## config.mk

```make
export PLATFORM = sky130hd
export DESIGN_NAME = alu_cmd_arbiter_flat
export DESIGN_NICKNAME = d
export VERILOG_FILES = /design/src/rtl/alu_arb_pkg.sv /design/src/rtl/alu_cmd_arbiter_if.sv /design/src/rtl/alu_cmd_arbiter_rr_picker.sv /design/src/rtl/alu_cmd_arbiter.sv /design/src/flat_wrapper.sv
export SDC_FILE = /design/constraint.sdc
export NUM_CORES = 1
export LEC_CHECK = 0
export ABC_AREA = 1
export BUFFER_PORTS_ARGS = -buffer_cell sky130_fd_sc_hd__clkbuf_2
export CORE_MARGIN = 5
export CORE_UTILIZATION = 47
export DETAILED_ROUTE_END_ITERATION = 7
export GPL_TIMING_DRIVEN = 0
export PLACE_DENSITY = 0.83
export SLEW_MARGIN = 10
export SYNTH_ARGS = -nofsm -noshare
export SYNTH_HDL_FRONTEND = slang
export SYNTH_SLANG_ARGS = --single-unit
```

## constraint.sdc

```tcl
create_clock -name clk -period 2.4 [get_ports clk]
set_input_delay 0.36 -clock clk [delete_from_list [all_inputs] [get_ports clk]]
set_output_delay 0.36 -clock clk [all_outputs]
set_load 0.05 [all_outputs]
```

## src/rtl/alu_arb_pkg.sv

```systemverilog
// alu_arb_pkg: shared types and field positions for the ALU command arbiter.
// Command layout is {op, a1, a2, a3}, three bits each.
package alu_arb_pkg;

    typedef enum logic [1:0] {
        IDLE,
        ISSUE,
        WAIT,
        RESP
    } state_t;

    localparam logic [2:0] OP_CAS = 3'b111;

    localparam int OP_HI = 11;
    localparam int OP_LO = 9;
    localparam int A1_HI = 8;
    localparam int A1_LO = 6;
    localparam int A2_HI = 5;
    localparam int A2_LO = 3;
    localparam int A3_HI = 2;
    localparam int A3_LO = 0;

    typedef struct packed {
        logic o;
        logic c;
        logic z;
        logic n;
    } flags_t;

    function automatic logic is_cas(input logic [11:0] cmd);
        return cmd[OP_HI:OP_LO] == OP_CAS;
    endfunction

endpackage

```

## src/rtl/alu_cmd_arbiter_if.sv

```systemverilog
// alu_cmd_arbiter_if: requester ports plus the ALU controller issue path.
// slave is the arbiter's view, master the surrounding system's view.
interface alu_cmd_arbiter_if #(
    parameter int NUM_REQ = 4,
    parameter int CMD_W   = 12,
    parameter int DATA_W  = 32
);
    localparam int ID_W = $clog2(NUM_REQ);

    logic [NUM_REQ-1:0]            req_valid;
    logic [NUM_REQ-1:0][CMD_W-1:0] req_cmd;
    logic [NUM_REQ-1:0]            req_ready;
    logic [NUM_REQ-1:0]            rsp_valid;
    logic [DATA_W-1:0]             rsp_data;
    logic [3:0]                    rsp_flags;
    logic                          rsp_err;
    logic                          exec_start;
    logic [CMD_W-1:0]              exec_cmd;
    logic                          exec_done;
    logic [DATA_W-1:0]             exec_result;
    logic [3:0]                    exec_flags;
    logic                          busy;
    logic [ID_W-1:0]               grant_id;

    modport slave (
        input  req_valid, req_cmd,
        input  exec_done, exec_result, exec_flags,
        output req_ready, rsp_valid, rsp_data,
        output rsp_flags, rsp_err,
        output exec_start, exec_cmd, busy, grant_id
    );

    modport master (
        output req_valid, req_cmd,
        output exec_done, exec_result, exec_flags,
        input  req_ready, rsp_valid, rsp_data,
        input  rsp_flags, rsp_err,
        input  exec_start, exec_cmd, busy, grant_id
    );

endinterface

```

## src/rtl/alu_cmd_arbiter_rr_picker.sv

```systemverilog
// rr_picker: first asserted request at or after the pointer, with wrap.
// Returns a one-hot grant, its index, and whether anything was found.
module rr_picker #(
    parameter int NUM_REQ = 4,
    parameter int ID_W    = $clog2(NUM_REQ)
) (
    input  logic [NUM_REQ-1:0] req_valid,
    input  logic [ID_W-1:0]    rr_ptr,
    output logic [NUM_REQ-1:0] grant,
    output logic [ID_W-1:0]    grant_idx,
    output logic               any
);

    always_comb begin
        grant     = '0;
        grant_idx = '0;
        any       = 1'b0;
        for (int i = 0; i < NUM_REQ; i++) begin
            int j;
            j = int'(rr_ptr) + i;
            if (j >= NUM_REQ) j = j - NUM_REQ;
            if (!any && req_valid[j]) begin
                any       = 1'b1;
                grant[j]  = 1'b1;
                grant_idx = ID_W'(j);
            end
        end
    end

endmodule

```

## src/rtl/alu_cmd_arbiter.sv

```systemverilog
// alu_cmd_arbiter: round-robin owner of the single ALU command path.
// Define ALU_ARB_TIMEOUT_EN to add a WAIT-state watchdog (rsp_err).
module alu_cmd_arbiter
    import alu_arb_pkg::*;
#(
    parameter int NUM_REQ = 4,
    parameter int CMD_W   = 12,
    parameter int DATA_W  = 32,
    parameter int TIMEOUT = 64
) (
    input logic clk,
    input logic rst,
    alu_cmd_arbiter_if.slave bus
);

    localparam int ID_W = $clog2(NUM_REQ);
    localparam logic [ID_W-1:0] LAST = ID_W'(NUM_REQ - 1);

    state_t              state;
    logic [ID_W-1:0]     rr_ptr;
    logic [ID_W-1:0]     grant_id;
    logic [ID_W-1:0]     pick_idx;
    logic [NUM_REQ-1:0]  pick_grant;
    logic                pick_any;
    logic [NUM_REQ-1:0]  rsp_valid;
    logic [DATA_W-1:0]   rsp_data;
    flags_t              rsp_flags;
    logic                exec_start;
    logic [CMD_W-1:0]    exec_cmd;
    logic                busy;

`ifdef ALU_ARB_TIMEOUT_EN
    localparam int CNT_W = (TIMEOUT > 2) ? $clog2(TIMEOUT) : 1;
    localparam logic [CNT_W-1:0] LIMIT = CNT_W'(TIMEOUT - 1);
    logic [CNT_W-1:0] wait_cnt;
    logic             err_q;
    assign bus.rsp_err = err_q;
`else
    assign bus.rsp_err = 1'b0;
`endif

    rr_picker #(
        .NUM_REQ (NUM_REQ),
        .ID_W    (ID_W)
    ) u_pick (
        .req_valid (bus.req_valid),
        .rr_ptr    (rr_ptr),
        .grant     (pick_grant),
        .grant_idx (pick_idx),
        .any       (pick_any)
    );

    // Accept handshake is combinational so it lands in the same IDLE cycle.
    assign bus.req_ready  = (state == IDLE && !rst) ? pick_grant : '0;
    assign bus.rsp_valid  = rsp_valid;
    assign bus.rsp_data   = rsp_data;
    assign bus.rsp_flags  = rsp_flags;
    assign bus.exec_start = exec_start;
    assign bus.exec_cmd   = exec_cmd;
    assign bus.busy       = busy;
    assign bus.grant_id   = grant_id;

    always_ff @(posedge clk) begin
        if (rst) begin
            state      <= IDLE;
            rr_ptr     <= '0;
            grant_id   <= '0;
            rsp_valid  <= '0;
            rsp_data   <= '0;
            rsp_flags  <= '0;
            exec_start <= 1'b0;
            exec_cmd   <= '0;
            busy       <= 1'b0;
`ifdef ALU_ARB_TIMEOUT_EN
            wait_cnt   <= '0;
            err_q      <= 1'b0;
`endif
        end else begin
            exec_start <= 1'b0;
            rsp_valid  <= '0;
            unique case (state)
                IDLE: begin
                    if (pick_any) begin
                        grant_id   <= pick_idx;
                        exec_cmd   <= bus.req_cmd[pick_idx];
                        exec_start <= 1'b1;
                        busy       <= 1'b1;
                        state      <= ISSUE;
                    end
                end
                ISSUE: begin
                    state <= WAIT;
`ifdef ALU_ARB_TIMEOUT_EN
                    wait_cnt <= '0;
`endif
                end
                WAIT: begin
                    if (bus.exec_done) begin
                        rsp_data  <= bus.exec_result;
                        rsp_flags <= flags_t'(bus.exec_flags);
                        rsp_valid <= NUM_REQ'(1) << grant_id;
                        state     <= RESP;
                    end
`ifdef ALU_ARB_TIMEOUT_EN
                    else if (wait_cnt == LIMIT) begin
                        rsp_data  <= '0;
                        rsp_flags <= '0;
                        err_q     <= 1'b1;
                        rsp_valid <= NUM_REQ'(1) << grant_id;
                        state     <= RESP;
                    end else begin
                        wait_cnt <= wait_cnt + 1'b1;
                    end
`endif
                end
                RESP: begin
                    rr_ptr <= (grant_id == LAST) ? '0 : grant_id + 1'b1;
                    busy   <= 1'b0;
                    state  <= IDLE;
`ifdef ALU_ARB_TIMEOUT_EN
                    err_q  <= 1'b0;
`endif
                end
                default: state <= IDLE;
            endcase
        end
    end

endmodule
```

## src/flat_wrapper.sv

```systemverilog
// flat-port wrapper written by rule: the top's interface ports become plain ports
module alu_cmd_arbiter_flat import alu_arb_pkg::*;
#(
    parameter int NUM_REQ = 4,
    parameter int CMD_W   = 12,
    parameter int DATA_W  = 32,
    parameter int TIMEOUT = 64
)
  (clk, rst, bus_req_valid, bus_req_cmd, bus_exec_done, bus_exec_result, bus_exec_flags, bus_req_ready, bus_rsp_valid, bus_rsp_data, bus_rsp_flags, bus_rsp_err, bus_exec_start, bus_exec_cmd, bus_busy, bus_grant_id);
  alu_cmd_arbiter_if #(.NUM_REQ(NUM_REQ), .CMD_W(CMD_W), .DATA_W(DATA_W)) bus_i ();
  input logic clk;
  input logic rst;
  input wire logic [$bits(bus_i.req_valid)-1:0] bus_req_valid;
  input wire logic [$bits(bus_i.req_cmd)-1:0] bus_req_cmd;
  input wire logic [$bits(bus_i.exec_done)-1:0] bus_exec_done;
  input wire logic [$bits(bus_i.exec_result)-1:0] bus_exec_result;
  input wire logic [$bits(bus_i.exec_flags)-1:0] bus_exec_flags;
  output wire logic [$bits(bus_i.req_ready)-1:0] bus_req_ready;
  output wire logic [$bits(bus_i.rsp_valid)-1:0] bus_rsp_valid;
  output wire logic [$bits(bus_i.rsp_data)-1:0] bus_rsp_data;
  output wire logic [$bits(bus_i.rsp_flags)-1:0] bus_rsp_flags;
  output wire logic [$bits(bus_i.rsp_err)-1:0] bus_rsp_err;
  output wire logic [$bits(bus_i.exec_start)-1:0] bus_exec_start;
  output wire logic [$bits(bus_i.exec_cmd)-1:0] bus_exec_cmd;
  output wire logic [$bits(bus_i.busy)-1:0] bus_busy;
  output wire logic [$bits(bus_i.grant_id)-1:0] bus_grant_id;
  assign bus_i.req_valid = bus_req_valid;
  assign bus_i.req_cmd = bus_req_cmd;
  assign bus_i.exec_done = bus_exec_done;
  assign bus_i.exec_result = bus_exec_result;
  assign bus_i.exec_flags = bus_exec_flags;
  assign bus_req_ready = bus_i.req_ready;
  assign bus_rsp_valid = bus_i.rsp_valid;
  assign bus_rsp_data = bus_i.rsp_data;
  assign bus_rsp_flags = bus_i.rsp_flags;
  assign bus_rsp_err = bus_i.rsp_err;
  assign bus_exec_start = bus_i.exec_start;
  assign bus_exec_cmd = bus_i.exec_cmd;
  assign bus_busy = bus_i.busy;
  assign bus_grant_id = bus_i.grant_id;
  alu_cmd_arbiter #(.NUM_REQ(NUM_REQ), .CMD_W(CMD_W), .DATA_W(DATA_W), .TIMEOUT(TIMEOUT)) u_core (.clk(clk), .rst(rst), .bus(bus_i));
endmodule
```

==> flow_metrics.py <==
metrics = {
    "setup_path": {
        "r2r-start": "u_core.rr_ptr[0]",
        "startpoint": "u_core.rr_ptr[0]",
        "cp_max_fo": 7,
        "worstSetupPathType": "flip-flop to output pin",
        "crit_arrival_ns": 2.06,
        "critPathLaunchType": "flip-flop",
        "cp.required_ns": 2.04,
        "crit_path_end_kind": "output pin",
    },
    "clock_network": {
        "cts.sinks": 60,
        "cts_tree": "built",
        "clk_pin_slew_ns": 0.07,
        "cts_buffer_depth": 2,
        "cts-buffers-inserted": 9,
        "hold_buffers": 0,
        "htreeDepth": 3,
        "clock_latency_ns": 0.33,
        "cts_root_buffer": "clkbuf_8",
    },
    "worst_hold_path": {
        "min-delay-start": "bus_exec_result[5]",
        "hold_path_class": "primary input to flip-flop",
    },
    "die": {
        "die_w_um": 94.1,
        "core_sq_mm": 0.00683,
        "io_pins": 152,
        "die-area_sq_mm": 0.00885,
        "initial_core_util": 0.486,
        "num_rows": 30,
        "die_y_um": 94.1,
    },
    "logic_synthesis": {
        "yosys_warnings": 0,
        "synth.area.top_cells": "dfxtp_1 (36%), nand2_1 (9.9%), nor2_1 (9.0%)",
        "syn_nets": 589,
        "synth_cells": 488,
        "synth-edff-count": 0,
        "synth_common_cells": "nand2_1 (88), nor2_1 (80), inv_1 (67)",
        "synth_seq_area_share": 0.361,
        "post-synth-top-area-cell": "dfxtp_1",
        "ys_ff_latch": 60,
        "synth.most_common_cell": "nand2_1",
        "avgSynthCellArea_sq_um": 6.81,
        "syn_area_sq_mm": 0.00332,
        "synth.top_cell.area_share": 0.361,
        "ys_types": 32,
        "synthArstFlopShare": 0,
        "yosys_most_used_dff": "dfxtp_1",
    },
    "placed_design": {
        "placed_area_sq_mm": 0.00419,
        "port_buffers": 150,
        "dp.final_hpwl_um": 7770,
        "globalplace.congestion": 0.877,
        "post-place-ws_ns": -0.186,
    },
    "cells_and_area": {
        "fin_area_sq_mm": 0.00464,
        "syn_to_final_growth_pct": 39.7,
        "antenna_cells": 0,
        "fin_nets": 759,
        "drive_gt1_frac": 0.352,
    },
    "global_route": {
        "grt_pass1_vias": 3464,
        "antenna_found_initial": 0,
        "grt_pass1_wl_um": 15700,
        "grt_usage": 0.222,
        "grt.overflow.total": 0,
        "grt_max_degree": 11,
    },
    "detailed_routing": {
        "wl_per_cell_um": 13.4,
        "vias": 3739,
        "initialDrtViolationCount": 149,
        "route.detailed.drc": 0,
        "wirelength_um": 10200,
        "postRouteAntennaNets": 0,
        "routed_via_density": 4.93,
        "firstDrtPassIters": 4,
    },
    "timing": {
        "rsz0062_at_grt": "true",
        "min_period_ns": 2.42,
        "setup_ws_ns": -0.0227,
        "fin_crit_sh": 1.01,
        "hold_viol_final": 0,
        "fmax_mhz": 413,
        "timing.final.max_slew_violations": 0,
        "setup_viol": 1,
        "hold_ws_ns": 0.277,
        "tns_ns": -0.0227,
        "fin_skew_ns": 0.0114,
    },
    "power_and_ir_drop": {
        "power_density_mw_per_mm2": 1220,
        "peakVddDrop_mv": 0.688,
        "p_leak_nw": 2.54,
    },
    "outcome": {
        "status": "finished with violations",
        "violations": "negative setup slack",
    },
    "job": {
        "drv_cap": 0,
    },
}
[layer usage]
metal / share of wire / GRT usage
met1: 0.41 / 0.267
met2: 0.49 / 0.383
met5: 0 / 0
met3: 0.085 / 0.0657
met4: 0.0093 / 0.0626
[flip-flops by register name, summed over array words and instances, names as in the netlist, 2 cells and up]
signal                count
u_core.bus.rsp_data      32
u_core.bus.exec_cmd      12
u_core.bus.rsp_flags      4
u_core.bus.rsp_valid      4
u_core.bus.grant_id       2
u_core.rr_ptr             2
u_core.state              2
[power breakdown]
part           leakage, nW  internal, mW  switching, mW  total, mW
clock network        0.119         0.666          0.385       1.05
registers            0.493          1.26          0.160       1.42
logic                 1.93         0.976           2.21       3.19
[kinds of logic (layout without fill, tap and decap cells)]
family	after synthesis	after routing	share of synthesized area
other	1	1	0.00113
and+or+nand+nor	257	257	0.373
AOI/OAI and AO/OA	64	64	0.103
adders and majority gates	10	10	0.0377
buffers and inverters	96	270	0.124
DFF	60	60	0.361
[cells in the final DEF (no fill, tap or decap), types with 8 or more instances in the layout]
cell type,synthesis,final
dfxtp_1,60,58
ha_1,10,9
inv_1,67,63
clkbuf_8,0,14
a21oi_1,11,10
nand3_1,46,45
o21ai_0,45,40
nand3b_1,11,11
clkbuf_2,0,146
nand2_1,88,87
nand3_2,14,12
buf_4,4,13
clkbuf_1,8,8
nor2_1,80,80
nand2_2,7,8
[worst paths after layout]
check	end	slack (ns)	depth (start not counted)
worst max register to register	u_core.bus.exec_cmd[5]	0.30	15
worst max-delay path	bus_req_ready[3]	-0.02	12
worst min-delay path	u_core.bus.rsp_data[5]	0.28	3
worst min register to register	u_core.bus.rsp_data[4]	0.48	2
[per-stage QoR]
stage / cells / power (mW) / utilization
2_1_floorplan: 488 / 3.72 / -
3_3_place_gp: 734 / 4.36 / 0.614
5_1_grt: 758 / 6.06 / 0.680
6_report: 758 / 5.66 / 0.680
3_5_place_dp: 734 / 4.42 / 0.614
4_1_cts: 751 / 5.56 / 0.663
[worst max-delay path, cell delays in order, from the launching register on]
cell	delay, ns
dfxtp_4	0.39
inv_8	0.05
ha_4	0.29
inv_4	0.05
nand3_4	0.10
nand2_8	0.08
nand3_4	0.10
o22ai_1	0.09
a21oi_1	0.19
o21ai_1	0.10
nand2_1	0.07
inv_1	0.04
clkbuf_8	0.17
[layout make-up]
type	instances	area [sq um]
inverter	72	293
clock inverter	3	68.8
fill	581	2190
buffer	24	144
sequential	60	1210
tap	96	120
multi-input combinational	332	1790
clock buffer	12	165
timing repair buffer	159	856
[timing repair]
item	in CTS	in global routing
buffers inserted	2	7
gates resized for setup	23	21
pin swaps	1	6
setup endpoints to repair	16	4
(Power assumes the default switching activity.)
